--- config.mk ---
export PLATFORM = sky130hd
export DESIGN_NAME = move_queue
export DESIGN_NICKNAME = d
export VERILOG_FILES = /design/src/rtl/move_queue_pkg.sv /design/src/rtl/move_fifo.sv /design/src/rtl/move_queue.sv
export SDC_FILE = /design/constraint.sdc
export NUM_CORES = 1
export LEC_CHECK = 0
export CAP_MARGIN = 20
export CORE_MARGIN = 2
export CORE_UTILIZATION = 28
export DETAILED_ROUTE_END_ITERATION = 16
export DONT_BUFFER_PORTS = 1
export PLACE_DENSITY_LB_ADDON = 0.12
export SETUP_SLACK_MARGIN = 0.5
export SLEW_MARGIN = 20
export SYNTH_ARGS = -nofsm -noshare
export SYNTH_HDL_FRONTEND = slang
export SYNTH_SLANG_ARGS = --single-unit
--- constraint.sdc ---
create_clock -name clock -period 5.6 [get_ports clock]
set_clock_uncertainty 0.05 [all_clocks]
set_input_delay 0.84 -clock clock [delete_from_list [all_inputs] [get_ports clock]]
set_output_delay 0.84 -clock clock [all_outputs]
set_load 0.02 [all_outputs]
--- src/rtl/move_queue_pkg.sv ---
// Shared definitions for the move queue: move codes, face indices, FSM
// encoding and small helpers for classifying packed 4-bit move codes.
package move_queue_pkg;

  localparam logic [3:0] MV_PAD = 4'd0;
  localparam logic [3:0] MV_R   = 4'd2;
  localparam logic [3:0] MV_RI  = 4'd3;
  localparam logic [3:0] MV_U   = 4'd4;
  localparam logic [3:0] MV_UI  = 4'd5;
  localparam logic [3:0] MV_F   = 4'd6;
  localparam logic [3:0] MV_FI  = 4'd7;
  localparam logic [3:0] MV_L   = 4'd8;
  localparam logic [3:0] MV_LI  = 4'd9;
  localparam logic [3:0] MV_B   = 4'd10;
  localparam logic [3:0] MV_BI  = 4'd11;
  localparam logic [3:0] MV_D   = 4'd12;
  localparam logic [3:0] MV_DI  = 4'd13;

  localparam logic [2:0] FACE_RIGHT = 3'd0;
  localparam logic [2:0] FACE_UP    = 3'd1;
  localparam logic [2:0] FACE_FRONT = 3'd2;
  localparam logic [2:0] FACE_LEFT  = 3'd3;
  localparam logic [2:0] FACE_BACK  = 3'd4;
  localparam logic [2:0] FACE_DOWN  = 3'd5;

  typedef enum logic [2:0] {
    ST_IDLE      = 3'd0,
    ST_LOAD      = 3'd1,
    ST_ISSUE     = 3'd2,
    ST_WAIT_DONE = 3'd3,
    ST_DONE      = 3'd4
  } state_t;

  function automatic logic is_valid_move(input logic [3:0] c);
    return (c >= MV_R) && (c <= MV_DI);
  endfunction

  // Same face, opposite direction: the pair is a no-op on the cube.
  function automatic logic is_inverse(input logic [3:0] a, input logic [3:0] b);
    return is_valid_move(a) && is_valid_move(b) && (a[3:1] == b[3:1]) && (a[0] != b[0]);
  endfunction

endpackage

--- src/rtl/move_fifo.sv ---
// Move FIFO with a second "pop from tail" port so the newest entry can be
// retracted when an inverse move arrives right behind it.
module move_fifo #(
  parameter int DEPTH = 64,
  localparam int AW = $clog2(DEPTH)
) (
  input  logic          clock,
  input  logic          reset,
  input  logic          i_push,
  input  logic [3:0]    i_wdata,
  input  logic          i_pop_head,
  input  logic          i_pop_tail,
  output logic          o_full,
  output logic          o_empty,
  output logic [AW:0]   o_count,
  output logic [3:0]    o_head_rdata,
  output logic [3:0]    o_tail_rdata
);

  logic [3:0]    r_mem [DEPTH];
  logic [AW:0]   r_wr_ptr;
  logic [AW:0]   r_rd_ptr;
  logic [AW-1:0] w_tail_idx;
  logic          w_do_push;
  logic          w_do_pop_head;
  logic          w_do_pop_tail;

  assign o_empty      = (r_wr_ptr == r_rd_ptr);
  assign o_full       = (r_wr_ptr[AW] != r_rd_ptr[AW]) && (r_wr_ptr[AW-1:0] == r_rd_ptr[AW-1:0]);
  assign o_count      = r_wr_ptr - r_rd_ptr;
  assign w_tail_idx   = r_wr_ptr[AW-1:0] - AW'(1);
  assign o_head_rdata = r_mem[r_rd_ptr[AW-1:0]];
  assign o_tail_rdata = r_mem[w_tail_idx];

  assign w_do_push     = i_push && !o_full;
  assign w_do_pop_head = i_pop_head && !o_empty;
  // The tail may never be retracted if it is the entry leaving through the head.
  assign w_do_pop_tail = i_pop_tail && !o_empty && !(w_do_pop_head && (o_count == (AW+1)'(1)));

  always_ff @(posedge clock) begin
    if (w_do_push) begin
      r_mem[r_wr_ptr[AW-1:0]] <= i_wdata;
    end
  end

  always_ff @(posedge clock) begin
    if (reset) begin
      r_wr_ptr <= '0;
      r_rd_ptr <= '0;
    end else begin
      if (w_do_push) begin
        r_wr_ptr <= r_wr_ptr + (AW+1)'(1);
      end else if (w_do_pop_tail) begin
        r_wr_ptr <= r_wr_ptr - (AW+1)'(1);
      end
      if (w_do_pop_head) begin
        r_rd_ptr <= r_rd_ptr + (AW+1)'(1);
      end
    end
  end

endmodule

--- src/rtl/move_queue.sv ---
// Collects packed move batches into a FIFO (cancelling adjacent inverse pairs)
// and, once the solution is complete, dispatches moves one by one to the stepper.
module move_queue
  import move_queue_pkg::*;
#(
  parameter int DEPTH = 64,
  parameter int BATCH = 50
) (
  input  logic               clock,
  input  logic               reset,
  input  logic               new_moves,
  input  logic [4*BATCH-1:0] seq,
  input  logic               seq_complete,
  output logic [3:0]         next_move,
  output logic               start_move,
  input  logic               move_done,
  output logic [7:0]         num_moves,
  output logic [7:0]         curr_step,
  output logic               seq_done,
  output logic               overflow,
  output logic [2:0]         dbg_state
);

  localparam int AW = $clog2(DEPTH);
  localparam int SW = (BATCH > 1) ? $clog2(BATCH) : 1;

  state_t             r_state;
  state_t             w_next_state;
  logic [4*BATCH-1:0] r_seq;
  logic [SW-1:0]      r_slot;
  logic               r_arm;
  logic               r_move_done_d;
  logic [3:0]         r_next_move;
  logic               r_start_move;
  logic [7:0]         r_num_moves;
  logic [7:0]         r_curr_step;
  logic               r_overflow;

  logic               w_capture;
  logic [3:0]         w_nib;
  logic               w_nib_valid;
  logic               w_in_load;
  logic               w_cancel;
  logic               w_push;
  logic               w_pop_head;
  logic               w_rise;
  logic               w_retire;
  logic               w_full;
  logic               w_empty;
  logic [AW:0]        w_count;
  logic [3:0]         w_head;
  logic [3:0]         w_tail;

  assign w_nib       = r_seq[4*BATCH-1 -: 4];
  assign w_nib_valid = is_valid_move(w_nib);
  assign w_in_load   = (r_state == ST_LOAD);
  assign w_cancel    = w_in_load && w_nib_valid && (w_count != '0) && is_inverse(w_tail, w_nib);
  assign w_push      = w_in_load && w_nib_valid && !w_cancel;
  assign w_pop_head  = (r_state == ST_ISSUE) && !w_empty;
  assign w_rise      = move_done && !r_move_done_d;
  assign w_retire    = (r_state == ST_WAIT_DONE) && w_rise;

  move_fifo #(.DEPTH(DEPTH)) u_fifo (
    .clock        (clock),
    .reset        (reset),
    .i_push       (w_push),
    .i_wdata      (w_nib),
    .i_pop_head   (w_pop_head),
    .i_pop_tail   (w_cancel),
    .o_full       (w_full),
    .o_empty      (w_empty),
    .o_count      (w_count),
    .o_head_rdata (w_head),
    .o_tail_rdata (w_tail)
  );

  always_comb begin
    w_next_state = r_state;
    w_capture    = 1'b0;
    case (r_state)
      ST_IDLE: begin
        if (new_moves) begin
          w_next_state = ST_LOAD;
          w_capture    = 1'b1;
        end else if (r_arm || seq_complete) begin
          w_next_state = w_empty ? ST_DONE : ST_ISSUE;
        end
      end
      ST_LOAD: begin
        if (r_slot == '0) begin
          w_next_state = (r_arm || seq_complete) ? ST_ISSUE : ST_IDLE;
        end
      end
      ST_ISSUE: begin
        w_next_state = w_empty ? ST_DONE : ST_WAIT_DONE;
      end
      ST_WAIT_DONE: begin
        if (w_rise) begin
          w_next_state = w_empty ? ST_DONE : ST_ISSUE;
        end
      end
      ST_DONE: begin
        if (new_moves) begin
          w_next_state = ST_LOAD;
          w_capture    = 1'b1;
        end
      end
      default: w_next_state = ST_IDLE;
    endcase
  end

  always_ff @(posedge clock) begin
    if (reset) begin
      r_state <= ST_IDLE;
    end else begin
      r_state <= w_next_state;
    end
  end

  always_ff @(posedge clock) begin
    if (reset) begin
      r_seq         <= '0;
      r_slot        <= '0;
      r_arm         <= 1'b0;
      r_move_done_d <= 1'b0;
      r_next_move   <= MV_PAD;
      r_start_move  <= 1'b0;
      r_num_moves   <= '0;
      r_curr_step   <= '0;
      r_overflow    <= 1'b0;
    end else begin
      r_move_done_d <= move_done;
      r_start_move  <= w_pop_head;
      if (w_capture) begin
        r_seq  <= seq;
        r_slot <= SW'(BATCH - 1);
      end else if (w_in_load) begin
        r_seq  <= r_seq << 4;
        r_slot <= r_slot - SW'(1);
      end
      // A completion request is held until loading finishes, then consumed on dispatch.
      if ((r_state == ST_IDLE || r_state == ST_LOAD) &&
          (w_next_state == ST_ISSUE || w_next_state == ST_DONE)) begin
        r_arm <= 1'b0;
      end else if (seq_complete && (r_state == ST_IDLE || r_state == ST_LOAD ||
                                    (r_state == ST_DONE && new_moves))) begin
        r_arm <= 1'b1;
      end
      if (w_pop_head) begin
        r_next_move <= w_head;
      end
      if (w_push && w_full) begin
        r_overflow <= 1'b1;
      end
      if (w_push && !w_full && (r_num_moves != 8'hFF)) begin
        r_num_moves <= r_num_moves + 8'd1;
      end else if ((w_cancel || w_retire) && (r_num_moves != 8'd0)) begin
        r_num_moves <= r_num_moves - 8'd1;
      end
      if (w_retire && (r_curr_step != 8'hFF)) begin
        r_curr_step <= r_curr_step + 8'd1;
      end
    end
  end

  assign next_move  = r_next_move;
  assign start_move = r_start_move;
  assign num_moves  = r_num_moves;
  assign curr_step  = r_curr_step;
  assign seq_done   = (r_state == ST_DONE);
  assign overflow   = r_overflow;
  assign dbg_state  = r_state;

endmodule

==> PnR_summary.wiki, run 1 <==
{| class="wikitable"
! Metric !! Value
|-
| Mean instance size in the synthesized netlist || 11.5 um2
|-
| Max Buffers Root-to-Sink || 3
|-
| Antenna violations before repair || 6
|-
| Power density over the cells || 596 nW/um2
|-
| DR vias || 16,700
|-
| Total congestion overflow || 0
|-
| Max-slew violation count || 0
|-
| CTS tree || done
|-
| Half-perimeter wire length after detailed placement || 46,900 um
|-
| Multiplexer share of the synthesized area || 15.3%
|-
| Count of buffers from port buffering || 0
|-
| Setup repair after global routing missed its margin || false
|-
| Horizontal die dimension || 294 um
|-
| Number of synthesized register bits || 503
|-
| Final net count || 2,220
|-
| Clock input transition at the sequential cells of the worst setup and hold paths || 0.06 ns
|-
| Cts hold-fix bufs || 0
|-
| Endpoint kind of the worst setup timing path || register
|-
| Maximum frequency from static timing analysis || 202 MHz
|-
| Worst Hold Path Cells || 1
|-
| Depth of the CTS H-tree || 2
|-
| Area of the die || 86,200 um2
|-
| Simple-gate share of the synthesized area || 13.5%
|-
| Maximum vdd drop || 0.408 mV
|-
| Synthesis-to-finish area growth || 14.4%
|-
| Minimum period implied by the final worst setup slack || 4.94 ns
|-
| Non-Filler Cell Area, Final || 26,900 um2
|-
| Category of the worst setup path launch point || register
|-
| WHS Endpoint || num_moves[6]
|-
| Number of hold violations in the final report || 0
|-
| Sequential share of the synthesized area || 53.8%
|-
| Number of enable-type register cells in the synthesized netlist || 256
|-
| Register-to-Register Path Depth || 23
|-
| Pin count of the biggest net entering global routing || 257
|-
| Total of max-cap violations || 0
|-
| Cell leakage power || 8.70 nW
|-
| Worst Path Arrival || 5.39 ns
|-
| Clock Sinks || 503
|-
| CORE AREA || 83,400 um2
|-
| Proportion of register bits with asynchronous set or reset after synthesis || 0%
|-
| Kind of critical path || register to register
|-
| Leading cell types in the layout, fill and taps excluded || 412 x nand2_1, 260 x nor2_1, 256 x edfxtp_1
|-
| Cell at the root of the clock tree || clkbuf_16
|-
| Residual DRC || 0
|-
| Row count || 106
|-
| First-pass DRT Iterations || 5
|-
| Compound-gate portion of the synthesized area || 11.4%
|-
| Number of global-route vias before repair || 16,200
|-
| Top-Level Pins || 231
|-
| Post-synthesis xor/xnor area fraction || 1.29%
|-
| Starting utilization of the core area || 28.2%
|-
| Vert. Die Dim || 294 um
|-
| Power Total || 16.0 mW
|-
| Worst r2r src || u_fifo.r_wr_ptr[0]
|-
| Residual antenna-violating net count after detailed routing || 0
|-
| Post-route fraction of the period consumed by the critical path || 88.3%
|-
| Post-synth design cell area || 23,500 um2
|-
| Run status || finished clean
|-
| Least-Margin Pin Slew || 1.13 ns
|-
| Final weighted congestion in routability-driven placement || 0.854
|-
| Most common flop cell mapped by yosys || edfxtp_1
|-
| Final core utilization || 32.2%
|-
| CP Data Required Time || 6.05 ns
|-
| Capture point of the worst reg-to-reg path || num_moves[7]
|-
| Combined global-route utilization of all metal layers || 16.3%
|-
| Filler instances || 8,331
|-
| Nets in the synthesized netlist || 2,271
|-
| Number of instances in the synthesized netlist || 2,042
|-
| Clk_lat worst skew || 0.62 ns
|-
| Hold Crit Class || input port to register
|-
| Final count of negative-setup-slack endpoints || 0
|-
| Cell area after placement || 24,600 um2
|-
| Total Negative Setup Slacks || 0 ns
|-
| Crit path max fanout || 17
|-
| Via density per instance || 5.34
|-
| Total of warnings raised by yosys || 0
|-
| Starting DRT DRC Count || 1,303
|-
| First-pass GRT wire length || 108,000 um
|-
| Dominant combinational cell family by area after synthesis || multiplexers
|-
| Relative slew slack || 24.6%
|-
| Number of buffers added by the clock tree synthesis step || 57
|-
| Fraction of the mapped netlist area in adder cells || 1.37%
|-
| Most common library cell in the layout ignoring fill and taps || nand2_1
|-
| Start point of the worst hold path || reset
|-
| Number of distinct library cells after synthesis || 75
|-
| Post-DR wirelength/cell || 23.5 um
|-
| Flop2flop setup slack || 0.66 ns
|-
| Share of layout cells above drive strength 1 || 17.5%
|-
| Routed WL || 73,200 um
|}
## cells by family (layout without fill, tap and decap cells)
kind of cell | after synthesis | after routing
adder cells (fa/ha/maj) | 24 | 24
buffers and inverters | 188 | 185
multiplexers | 173 | 173
other | 0 | 3
AND/OR/NAND/NOR | 777 | 777
AO/OA/AOI/OAI | 344 | 344
flip-flops | 503 | 503
XOR/XNOR | 33 | 33
## registers in the layout (all words and copies together) (netlist names), 3 cells and up
register and count:
curr_step 8, u_fifo.r_wr_ptr 7, r_slot 6, num_moves 8
dbg_state 3, r_seq 200, next_move 4, u_fifo.r_mem 256
u_fifo.r_rd_ptr 7
## where the power goes
part           total, mW  switching, mW  internal, mW  leakage, nW
Clock               3.89           1.58          2.31        0.966
Combinational       6.96           4.20          2.76         3.34
Sequential          5.18          0.492          4.69         4.39
Total               16.0           6.27          9.75         8.70
## metal layers
metal / GRT usage (%) / vias up / part of all wire, %
li1: - / 7577 / -
met1: 22.5 / 8492 / 44
met2: 25.9 / 504 / 48
met3: 3.60 / 85 / 6.3
met4: 4.26 / 4 / 2.0
met5: 0 / - / 0.036
## stage by stage
stage               worst slack [ns]  hold slack (ns)  instances
detailed placement             0.370            0.397       2993
global placement               0.442            0.392       2993
finish                         0.658            0.258       3122
floorplan                      0.518            0.386       2042
global route                   0.494            0.226       3122
CTS                            0.506            0.217       3100
## critical path, stage by stage (launching register included)
cell and delay [ns]:
dfxtp_4 0.40, inv_2 0.08, ha_4 0.37, buf_4 0.17, clkbuf_16 0.20, mux4_2 0.35
mux2i_1 0.26, a32oi_1 0.11, a22oi_1 0.24, xnor2_1 0.21, o2111ai_4 0.24, or2_4 0.32
nand2_4 0.11, ha_1 0.24, a21o_1 0.18, a21oi_2 0.15, nor2b_1 0.06, o21a_1 0.18
o21ai_1 0.11, nand2b_1 0.08, a21oi_2 0.14, nor2b_1 0.06, a32oi_1 0.17, mux2_2 0.35
## final cells by class
| class | instances | area, um2 | share of cell area (%) |
|---|---|---|---|
| Tap cell | 1080 | 1350 | 5.03 |
| Antenna cell | 3 | 7.51 | 0.0279 |
| Timing Repair Buffer | 56 | 593 | 2.21 |
| Multi-Input combinational cell | 1351 | 10200 | 38.0 |
| Sequential cell | 503 | 12600 | 47.1 |
| Clock inverter | 33 | 363 | 1.35 |
| Inverter | 22 | 95.1 | 0.354 |
| Clock buffer | 74 | 1610 | 5.97 |
## worst max-delay path by stage
stage | to | start | slack [ns] | cells after the start
detailed placement | num_moves[7] | u_fifo.r_wr_ptr[2] | 0.37 | 21
finish | num_moves[7] | u_fifo.r_wr_ptr[0] | 0.66 | 23
floorplan | num_moves[7] | u_fifo.r_wr_ptr[0] | 0.52 | 28
CTS | num_moves[7] | u_fifo.r_wr_ptr[0] | 0.51 | 22
global placement | num_moves[7] | u_fifo.r_wr_ptr[2] | 0.44 | 21
global route | num_moves[7] | u_fifo.r_wr_ptr[0] | 0.49 | 22
## Yosys cell counts, drive strengths merged (3+ instances only)
library cell  instances  area share (%)
o22ai                 4            0.11
a22o                  3            0.11
dfxtp               247              21
o21ai                 9            0.19
a31oi                 4            0.11
a21oi                66             1.4
a21o                 10            0.32
buf                  46             1.2
nor2b                15            0.40
edfxtp              256              33
nand4b                4            0.15
nor2                261             4.2
nand2b                7            0.19
fa                    3            0.26
nand4                13            0.35
xnor2                21            0.81
a22oi                52             1.7
inv                  21            0.34
nand3                13            0.28
ha                   21             1.1
mux2i                17            0.72
mux4                146              14
o31ai                 7            0.28
nor3                 19            0.43
a32oi                 6            0.22
clkbuf              120             1.9
o21a                  6            0.19
or3                   9            0.24
xor2                 12            0.48
and3                  3           0.080
mux2                 10            0.53
nor4                 10            0.29
o32ai                 3            0.11
a311oi              148             5.5
a221oi                6            0.25
nand2               415             6.6
## timing repair
| item | in CTS | in global routing |
|---|---|---|
| gates resized for setup | 5 | 14 |
| endpoints found under the setup margin | 3 | 3 |
| setup buffers | 0 | 15 |
| pin swaps | 0 | 3 |
| cloned | 0 | 4 |
Power figures use the tool's default switching activity.
==> run 2, diff against run 1 <==
clock period = 5.5 ns   (was 5.6 ns; I/O delays follow)
==> run 2 against run 1 <==
Net effect:
- sequential power increased by 2%
- critical path depth up 1
- core utilization up 0.24 points
==> PnR_summary.wiki, run 2 (synthesis gave the netlist of run 1 again) <==
{| class="wikitable"
! Metric !! Value
|-
| Run status || finished clean
|-
| First-pass GRT wire length || 109,000 um (+0.87%)
|-
| Relative slew slack || 31.5% (+6.9 points)
|-
| Max Buffers Root-to-Sink || 3 (unchanged)
|-
| Horizontal die dimension || 294 um (unchanged)
|-
| Setup repair after global routing missed its margin || true
|-
| Hold Crit Class || input port to register
|-
| Antenna violations before repair || 7 (+1)
|-
| Total Negative Setup Slacks || 0 ns (unchanged)
|-
| Depth of the CTS H-tree || 2 (unchanged)
|-
| Synthesis-to-finish area growth || 15.2%
|-
| Pin count of the biggest net entering global routing || 257 (unchanged)
|-
| Residual antenna-violating net count after detailed routing || 0 (unchanged)
|-
| Starting utilization of the core area || 28.2% (unchanged)
|-
| Number of hold violations in the final report || 0 (unchanged)
|-
| CORE AREA || 83,400 um2 (unchanged)
|-
| Endpoint kind of the worst setup timing path || register
|-
| Clock Sinks || 503 (unchanged)
|-
| Final count of negative-setup-slack endpoints || 0 (unchanged)
|-
| Residual DRC || 0 (unchanged)
|-
| Worst r2r src || u_fifo.r_wr_ptr[0]
|-
| Total of max-cap violations || 0 (unchanged)
|-
| Cts hold-fix bufs || 0 (unchanged)
|-
| Register-to-Register Path Depth || 24 (+4.3%)
|-
| Maximum vdd drop || 0.339 mV (-17%)
|-
| Kind of critical path || register to register
|-
| Minimum period implied by the final worst setup slack || 4.83 ns (-0.109 ns)
|-
| Power density over the cells || 618 nW/um2 (+3.6%)
|-
| Non-Filler Cell Area, Final || 27,100 um2 (+0.74%)
|-
| Final weighted congestion in routability-driven placement || 0.860 (+0.68%)
|-
| Number of global-route vias before repair || 16,400 (+1.5%)
|-
| Total congestion overflow || 0 (unchanged)
|-
| Routed WL || 73,300 um (about the same)
|-
| Half-perimeter wire length after detailed placement || 48,000 um (+2.3%)
|-
| Top-Level Pins || 231 (unchanged)
|-
| Cell area after placement || 24,600 um2 (+0.36%)
|-
| Final net count || 2,236 (+0.72%)
|-
| DR vias || 16,800 (+0.66%)
|-
| Cell at the root of the clock tree || clkbuf_16
|-
| Clock input transition at the sequential cells of the worst setup and hold paths || 0.06 ns (about the same)
|-
| Crit path max fanout || 16 (-1)
|-
| Leading cell types in the layout, fill and taps excluded || 412 x nand2_1, 260 x nor2_1, 256 x edfxtp_1
|-
| Area of the die || 86,200 um2 (unchanged)
|-
| First-pass DRT Iterations || 8 (+3)
|-
| Most common library cell in the layout ignoring fill and taps || nand2_1
|-
| Row count || 106 (unchanged)
|-
| Number of buffers added by the clock tree synthesis step || 55 (-3.5%)
|-
| Post-route fraction of the period consumed by the critical path || 87.9% (-0.37 points)
|-
| Maximum frequency from static timing analysis || 207 MHz (+2.2%)
|-
| Least-Margin Pin Slew || 1.03 ns (-0.103 ns)
|-
| Combined global-route utilization of all metal layers || 16.5% (+0.16 points)
|-
| Origin of the worst setup path || u_fifo.r_wr_ptr[0]
|-
| Category of the worst setup path launch point || register
|-
| Filler instances || 8,388 (+0.68%)
|-
| Share of layout cells above drive strength 1 || 18.5% (+1.1 points)
|-
| Cell leakage power || 8.77 nW (+0.79%)
|-
| Count of buffers from port buffering || 0 (unchanged)
|-
| Post-DR wirelength/cell || 23.4 um (-0.39%)
|-
| Clk_lat worst skew || 0.63 ns (about the same)
|-
| CP Data Required Time || 5.93 ns (-0.12 ns)
|-
| CTS tree || done
|-
| Worst Hold Path Cells || 1 (unchanged)
|-
| Start point of the worst hold path || reset
|-
| Flip-flop count of the largest register, all copies and words added || 256 (unchanged)
|-
| Starting DRT DRC Count || 1,372 (+5.3%)
|-
| Via density per instance || 5.35 (+0.18%)
|-
| Vert. Die Dim || 294 um (unchanged)
|-
| Worst Path Arrival || 5.27 ns (-0.12 ns)
|-
| Max-slew violation count || 0 (unchanged)
|}
## run 2: through the flow
| stage | total power [mW] | setup WS [ns] | cells | hold WS (ns) | util [%] |
|---|---|---|---|---|---|
| detailed placement | 11.9 | 0.243 | 3001 | 0.396 | 29.5 |
| global placement | 11.9 | 0.293 | 3001 | 0.391 | 29.5 |
| finish | 16.7 | 0.666 | 3137 | 0.255 | 32.5 |
| global route | 17.7 | 0.441 | 3136 | 0.213 | 32.5 |
| floorplan | 10.1 | 0.471 | 2042 | 0.386 | - |
| CTS | 16.0 | 0.530 | 3112 | 0.209 | 32.0 |
## run 2: path summary, 6_finish.rpt
path	end	slack [ns]
worst max-delay path	num_moves[7]	0.67
worst min register to register	r_seq[45]	0.40
worst max register to register	num_moves[7]	0.67
worst min-delay path	curr_step[7]	0.26
## run 2: routing by layer
metal	vias to the layer above	wire, um	GRT usage (%)
li1	7606	-	-
met1	8552	32200	22.4
met2	504	34700	26.5
met3	104	4300	3.43
met4	6	2050	4.80
met5	-	34	0
## run 2: layout make-up
cell class                      count  area, um2  share of cell area, %
Inverter                           22       95.1                  0.351
Clock inverter                     36        415                   1.53
Antenna cell                        3       7.51                 0.0277
Clock buffer                       68       1500                   5.55
Timing Repair Buffer               73        718                   2.65
Timing Repair inverter              1       8.76                 0.0323
Sequential cell                   503      12600                   46.7
Multi-Input combinational cell   1351      10300                   38.1
Tap cell                         1080       1350                   4.99
## run 2: critical path, cell delays in order, from the launching register on
cell,delay [ns]
dfxtp_4,0.42
inv_2,0.07
ha_4,0.21
xor2_4,0.17
buf_12,0.15
buf_12,0.15
buf_6,0.14
mux2i_1,0.12
a222oi_1,0.45
a32o_2,0.30
o31ai_1,0.09
mux2_4,0.32
or2_4,0.29
nand2_8,0.08
ha_4,0.19
a21o_1,0.16
a21oi_2,0.17
nor2b_1,0.06
o21a_1,0.18
o21ai_1,0.13
nand2b_1,0.08
a21oi_2,0.16
nor2b_1,0.06
a32oi_1,0.16
mux2_2,0.35
## run 2: where the power goes
| group | internal, mW | total [mW] | switching (mW) |
|---|---|---|---|
| Clock | 2.32 | 3.91 | 1.59 |
| Sequential | 4.77 | 5.27 | 0.499 |
| Combinational | 3.16 | 7.55 | 4.40 |
| Total | 10.2 | 16.7 | 6.49 |
## run 2: what timing repair did
action	CTS	global route
resized for setup	6	37
pin swaps	2	19
setup buffers	7	20
endpoints found under the setup margin	3	3
gates cloned	0	2
